$ cat src/rtl/timer_device_if.sv
// Bridge-side bus bundle for one timer_device: word address, write strobe,
// write/read data and the interrupt line.
interface timer_device_if;
  logic [31:2] Addr;
  logic        WE;
  logic [31:0] Din;
  logic [31:0] Dout;
  logic        IRQ;

  modport master (output Addr, WE, Din, input Dout, IRQ);
  modport slave  (input Addr, WE, Din, output Dout, IRQ);
endinterface

$ cat src/rtl/timer_device.sv
// 32-bit down-counting timer with one-shot / auto-reload modes and a maskable
// interrupt; CTRL, PRESET and COUNT are decoded on Addr[3:2].
module timer_device (
  input logic           clk,
  input logic           reset,
  timer_device_if.slave bus
);

  typedef enum logic [1:0] {IDLE, LOAD, CNT, INT} state_e;

  state_e      state_q, state_d;
  logic [3:0]  ctrl_q, ctrl_d;
  logic [31:0] preset_q, preset_d;
  logic [31:0] count_q, count_d;
  logic        irq_flag_q, irq_flag_d;

  logic        wr_ctrl, wr_preset;
  logic        enable, auto_reload, im;
  logic        unused_addr;

  assign unused_addr = ^bus.Addr[31:4];
  assign wr_ctrl     = bus.WE && (bus.Addr[3:2] == 2'b00);
  assign wr_preset   = bus.WE && (bus.Addr[3:2] == 2'b01);
  assign enable      = ctrl_q[0];
  assign auto_reload = (ctrl_q[2:1] == 2'b01);
  assign im          = ctrl_q[3];

  always_ff @(posedge clk) begin
    if (reset) begin
      state_q    <= IDLE;
      ctrl_q     <= 4'd0;
      preset_q   <= 32'd0;
      count_q    <= 32'd0;
      irq_flag_q <= 1'b0;
    end else begin
      state_q    <= state_d;
      ctrl_q     <= ctrl_d;
      preset_q   <= preset_d;
      count_q    <= count_d;
      irq_flag_q <= irq_flag_d;
    end
  end

  always_comb begin
    state_d    = state_q;
    ctrl_d     = ctrl_q;
    preset_d   = preset_q;
    count_d    = count_q;
    irq_flag_d = irq_flag_q;

    case (state_q)
      IDLE: begin
        if (enable) state_d = LOAD;
      end
      LOAD: begin
        count_d = preset_q;
        state_d = CNT;
      end
      CNT: begin
        if (!enable) begin
          state_d = IDLE;
        end else if (count_q > 32'd1) begin
          count_d = count_q - 32'd1;
        end else begin
          count_d    = 32'd0;
          irq_flag_d = 1'b1;
          state_d    = INT;
        end
      end
      INT: begin
        if (auto_reload) irq_flag_d = 1'b0;
        else             ctrl_d[0]  = 1'b0;
        state_d = IDLE;
      end
      default: state_d = IDLE;
    endcase

    // CPU writes land last so they override any FSM update in the same cycle
    if (wr_ctrl) begin
      ctrl_d     = bus.Din[3:0];
      irq_flag_d = 1'b0;
    end
    if (wr_preset) begin
      preset_d   = bus.Din;
      irq_flag_d = 1'b0;
    end
  end

  always_comb begin
    bus.Dout = 32'd0;
    case (bus.Addr[3:2])
      2'b00:   bus.Dout = {28'd0, ctrl_q};
      2'b01:   bus.Dout = preset_q;
      2'b10:   bus.Dout = count_q;
      default: bus.Dout = 32'd0;
    endcase
  end

  assign bus.IRQ = im & irq_flag_q;

endmodule

$ cat src/flat_wrapper.sv
// flat-port wrapper written by rule: the top's interface ports become plain ports
module timer_device_flat 
  (clk, reset, bus_Addr, bus_WE, bus_Din, bus_Dout, bus_IRQ);
  timer_device_if bus_i ();
  input logic clk;
  input logic reset;
  input wire logic [$bits(bus_i.Addr)-1:0] bus_Addr;
  input wire logic [$bits(bus_i.WE)-1:0] bus_WE;
  input wire logic [$bits(bus_i.Din)-1:0] bus_Din;
  output wire logic [$bits(bus_i.Dout)-1:0] bus_Dout;
  output wire logic [$bits(bus_i.IRQ)-1:0] bus_IRQ;
  assign bus_i.Addr = bus_Addr;
  assign bus_i.WE = bus_WE;
  assign bus_i.Din = bus_Din;
  assign bus_Dout = bus_i.Dout;
  assign bus_IRQ = bus_i.IRQ;
  timer_device u_core (.clk(clk), .reset(reset), .bus(bus_i));
endmodule
$ cat config.mk
export PLATFORM = sky130hd
export DESIGN_NAME = timer_device_flat
export DESIGN_NICKNAME = d
export VERILOG_FILES = /design/src/rtl/timer_device_if.sv /design/src/rtl/timer_device.sv /design/src/flat_wrapper.sv
export SDC_FILE = /design/constraint.sdc
export NUM_CORES = 1
export LEC_CHECK = 0
export BUFFER_PORTS_ARGS = -buffer_cell sky130_fd_sc_hd__buf_4
export CAP_MARGIN = 20
export CORE_MARGIN = 2
export CORE_UTILIZATION = 35
export DETAILED_ROUTE_END_ITERATION = 8
export GPL_ROUTABILITY_DRIVEN = 0
export HOLD_SLACK_MARGIN = 0.12
export PLACE_DENSITY_LB_ADDON = 0.12
export SLEW_MARGIN = 5
export SYNTH_ARGS = -nofsm -noshare
export SYNTH_HDL_FRONTEND = slang
export SYNTH_SLANG_ARGS = --single-unit
$ cat constraint.sdc
create_clock -name clk -period 4.93 [get_ports clk]
set_clock_uncertainty 0.05 [all_clocks]
set_input_delay 0.493 -clock clk [delete_from_list [all_inputs] [get_ports clk]]
set_output_delay 0.493 -clock clk [all_outputs]
set_load 0.02 [all_outputs]
==> metrics.txt <==
status finished clean; Num Clock Sinks 71; die width 112 um; MaxCap Viol Count 0; most common cell after layout, fill and taps aside nand2_1; Starting Density 0.356; fmax 315 MHz; clk slew on worst S/H paths 0.06 ns; Lkg Pwr 1.94 nW; crit start category flip-flop; Critical Path AT 3.32 ns; post-synthesis mux area share 0.0173; main combinational cell family by area after synthesis simple AND/OR/NAND/NOR gates; NumNets Final 643; Post-CTS Resized 0; Max-slew headroom 0.344; First-pass DRT Iterations 5; # diodes 0; Fill cells 1,201; GR Util All Layers 0.210; hold crit path type in -> reg; synthesized area per cell 7.51 um^2; CP max FO 34; setup TNS 0 ns; cells along the critical path or4_1 > nor4_1 > nand4_2 > nand2_1 > o221ai_1; layout cells sized above 1 0.181; I/O pin count 98; XOR/XNOR Fraction of Synth Area 0.00216; RSZ-0062 raised after global routing false; CP Data Required Time 5.08 ns; H-Tree Depth 3; DRT Wirelength 13,000 um; Fin. Hold Viols 0; first-pass GRT wire length 21,400 um; CP max-delay cell nand4_2; Die Area 12,400 um^2; # setup viols final 0; largest net degree at the start of global routing 73; Core ar. 11,400 um^2; PwrDens 267 nW/um^2; Slew @ Worst Pin 0.982 ns; synth-to-layout area growth 21.3%; period utilisation layout 0.644; Num CTS Buffers 9; global route total overflow 0; post-layout minimum cycle time 3.17 ns; Post-Synthesis Cells 539; Synth Area in Simple Gates 0.283; commonest non-fill, non-tap cells in the layout nand2_1 (92), buf_4 (77), dfxtp_1 (71), a21oi_1 (45), a22o_1 (27); worst-skew pair later-pin latency 0.33 ns; number of synthesized flops with an enable pin 0; adder-cell share of the synthesized area 0.00618; row cnt 39; Final WS setup 1.76 ns; CP Capture Type flip-flop; register area share after synthesis 0.351; drt drc 0; Fin Hold WS 0.351 ns; WS Path Type reg -> reg; Antenna Nets Post-Route 0; pre-CTS WS 1.82 ns; Post-DP HPWL 8530 um; antenna violations before repair 0; Async SR Flop Fraction 0; vias in the first global route 4,050; DR vias 4,305; hold buffer count at cts 0; WL per Instance 17.9 um; synth warn 0; Crit path largest cell delay 0.82 ns; Initial DRC Count 330; IO Port Bufs 69; synthesized area 4050 um^2; Root Buffer clkbuf_16; ys flop type dfxtp_1; Unique masters post-synth 55; worst ir drop on vdd 110 uV; Slew Viols, Final 0; Synth Area in Compound Gates 0.278; clk buf depth 2; CTS tree done; syn nets 606; Pwr Total 1.31 mW; die height 112 um; Synth Register Bits 71; via/cell ratio 5.95; postcts setup bufs 0
==> metrics by stage <==
| stage | cell area, um^2 | utilization | cells |
|---|---|---|---|
| finish | 4910 | 0.432 | 724 |
| global route | 4910 | 0.432 | 724 |
| CTS | 4860 | 0.427 | 722 |
| detailed placement | 4610 | 0.405 | 706 |
| global placement | 4610 | 0.405 | 706 |
| floorplan | 4050 | - | 539 |
==> cell usage after synthesis (2+ instances only) <==
master / count / area [um^2]
nand2_1: 92 / 345
or2_2: 3 / 18.8
nand4_1: 8 / 50.1
o311a_2: 3 / 33.8
buf_2: 3 / 15.0
o41ai_1: 5 / 43.8
nand3_1: 22 / 110
nor2b_1: 8 / 50.1
inv_1: 11 / 41.3
nand3b_1: 2 / 15.0
and3_1: 6 / 37.5
a221oi_1: 3 / 26.3
a22oi_1: 10 / 75.1
a41oi_1: 2 / 17.5
ha_1: 2 / 25.0
or4_1: 8 / 60.1
nor3_1: 18 / 90.1
o221ai_1: 2 / 17.5
clkbuf_1: 49 / 184
a31oi_1: 22 / 138
nand2b_1: 4 / 25.0
o22ai_1: 3 / 18.8
o21ai_0: 11 / 55.1
mux2i_1: 7 / 70.1
a21o_1: 2 / 15.0
nor4_1: 18 / 113
a22o_1: 27 / 236
a21oi_1: 45 / 225
and2_1: 4 / 25.0
o211ai_1: 3 / 22.5
or3_1: 6 / 37.5
a32oi_1: 6 / 52.6
dfxtp_1: 71 / 1420
nor2_1: 25 / 93.8
o32ai_1: 5 / 43.8
o31ai_1: 4 / 30.0
==> path summary, 6_finish.rpt <==
kind	startpoint	endpoint	slack, ns	cells past startpoint
max	u_core.count_q[4]	u_core.count_q[30]	1.76	5
min	bus_Din[0]	u_core.ctrl_q[0]	0.35	3
min reg2reg	u_core.preset_q[11]	u_core.preset_q[11]	0.42	2
max reg2reg	u_core.count_q[4]	u_core.count_q[30]	1.76	5
==> registers in the layout (all words and copies together), names as in the netlist <==
signal,flops
u_core.count_q,32
u_core.preset_q,32
u_core.ctrl_q,4
u_core.state_q,2
u_core.irq_flag_q,1
==> layer usage <==
layer | vias to the layer above | part of all wire | track usage
met2 | 140 | 0.46 | 0.335
met3 | 22 | 0.054 | 0.0305
li1 | 2087 | - | -
met5 | - | 0 | 0
met1 | 2056 | 0.47 | 0.292
met4 | 0 | 0.020 | 0.0741
==> layout make-up <==
type | count | area, um^2 | area share
clock inverters | 1 | 5.00 | 0.00102
well taps | 143 | 179 | 0.0364
flip-flops and latches | 71 | 1420 | 0.289
multi-input cells | 404 | 2390 | 0.486
repair buffers | 79 | 633 | 0.129
clock buffers | 15 | 248 | 0.0504
inverters | 11 | 41.3 | 0.00840
==> worst max-delay path, delay by kind of cell, from the launching register on <==
family	cells	cell delay [ns]
compound gates	1	0.16
flops	1	0.39
simple gates	4	2.41
==> power by group <==
group | total [mW] | switching, mW | internal (mW)
Combinational | 0.141 | 0.0876 | 0.0533
Clock | 0.573 | 0.233 | 0.341
Sequential | 0.596 | 0.0103 | 0.585
==> logic make-up (layout without fill, tap and decap cells) <==
family | count (synthesis) | count (layout)
AO/OA/AOI/OAI | 162 | 162
XOR/XNOR | 1 | 1
adder cells (fa/ha/maj) | 2 | 2
buffers and inverters | 64 | 106
flip-flops | 71 | 71
multiplexers | 7 | 7
AND/OR/NAND/NOR | 232 | 232
Note: power is estimated with default switching activity, not from simulation.
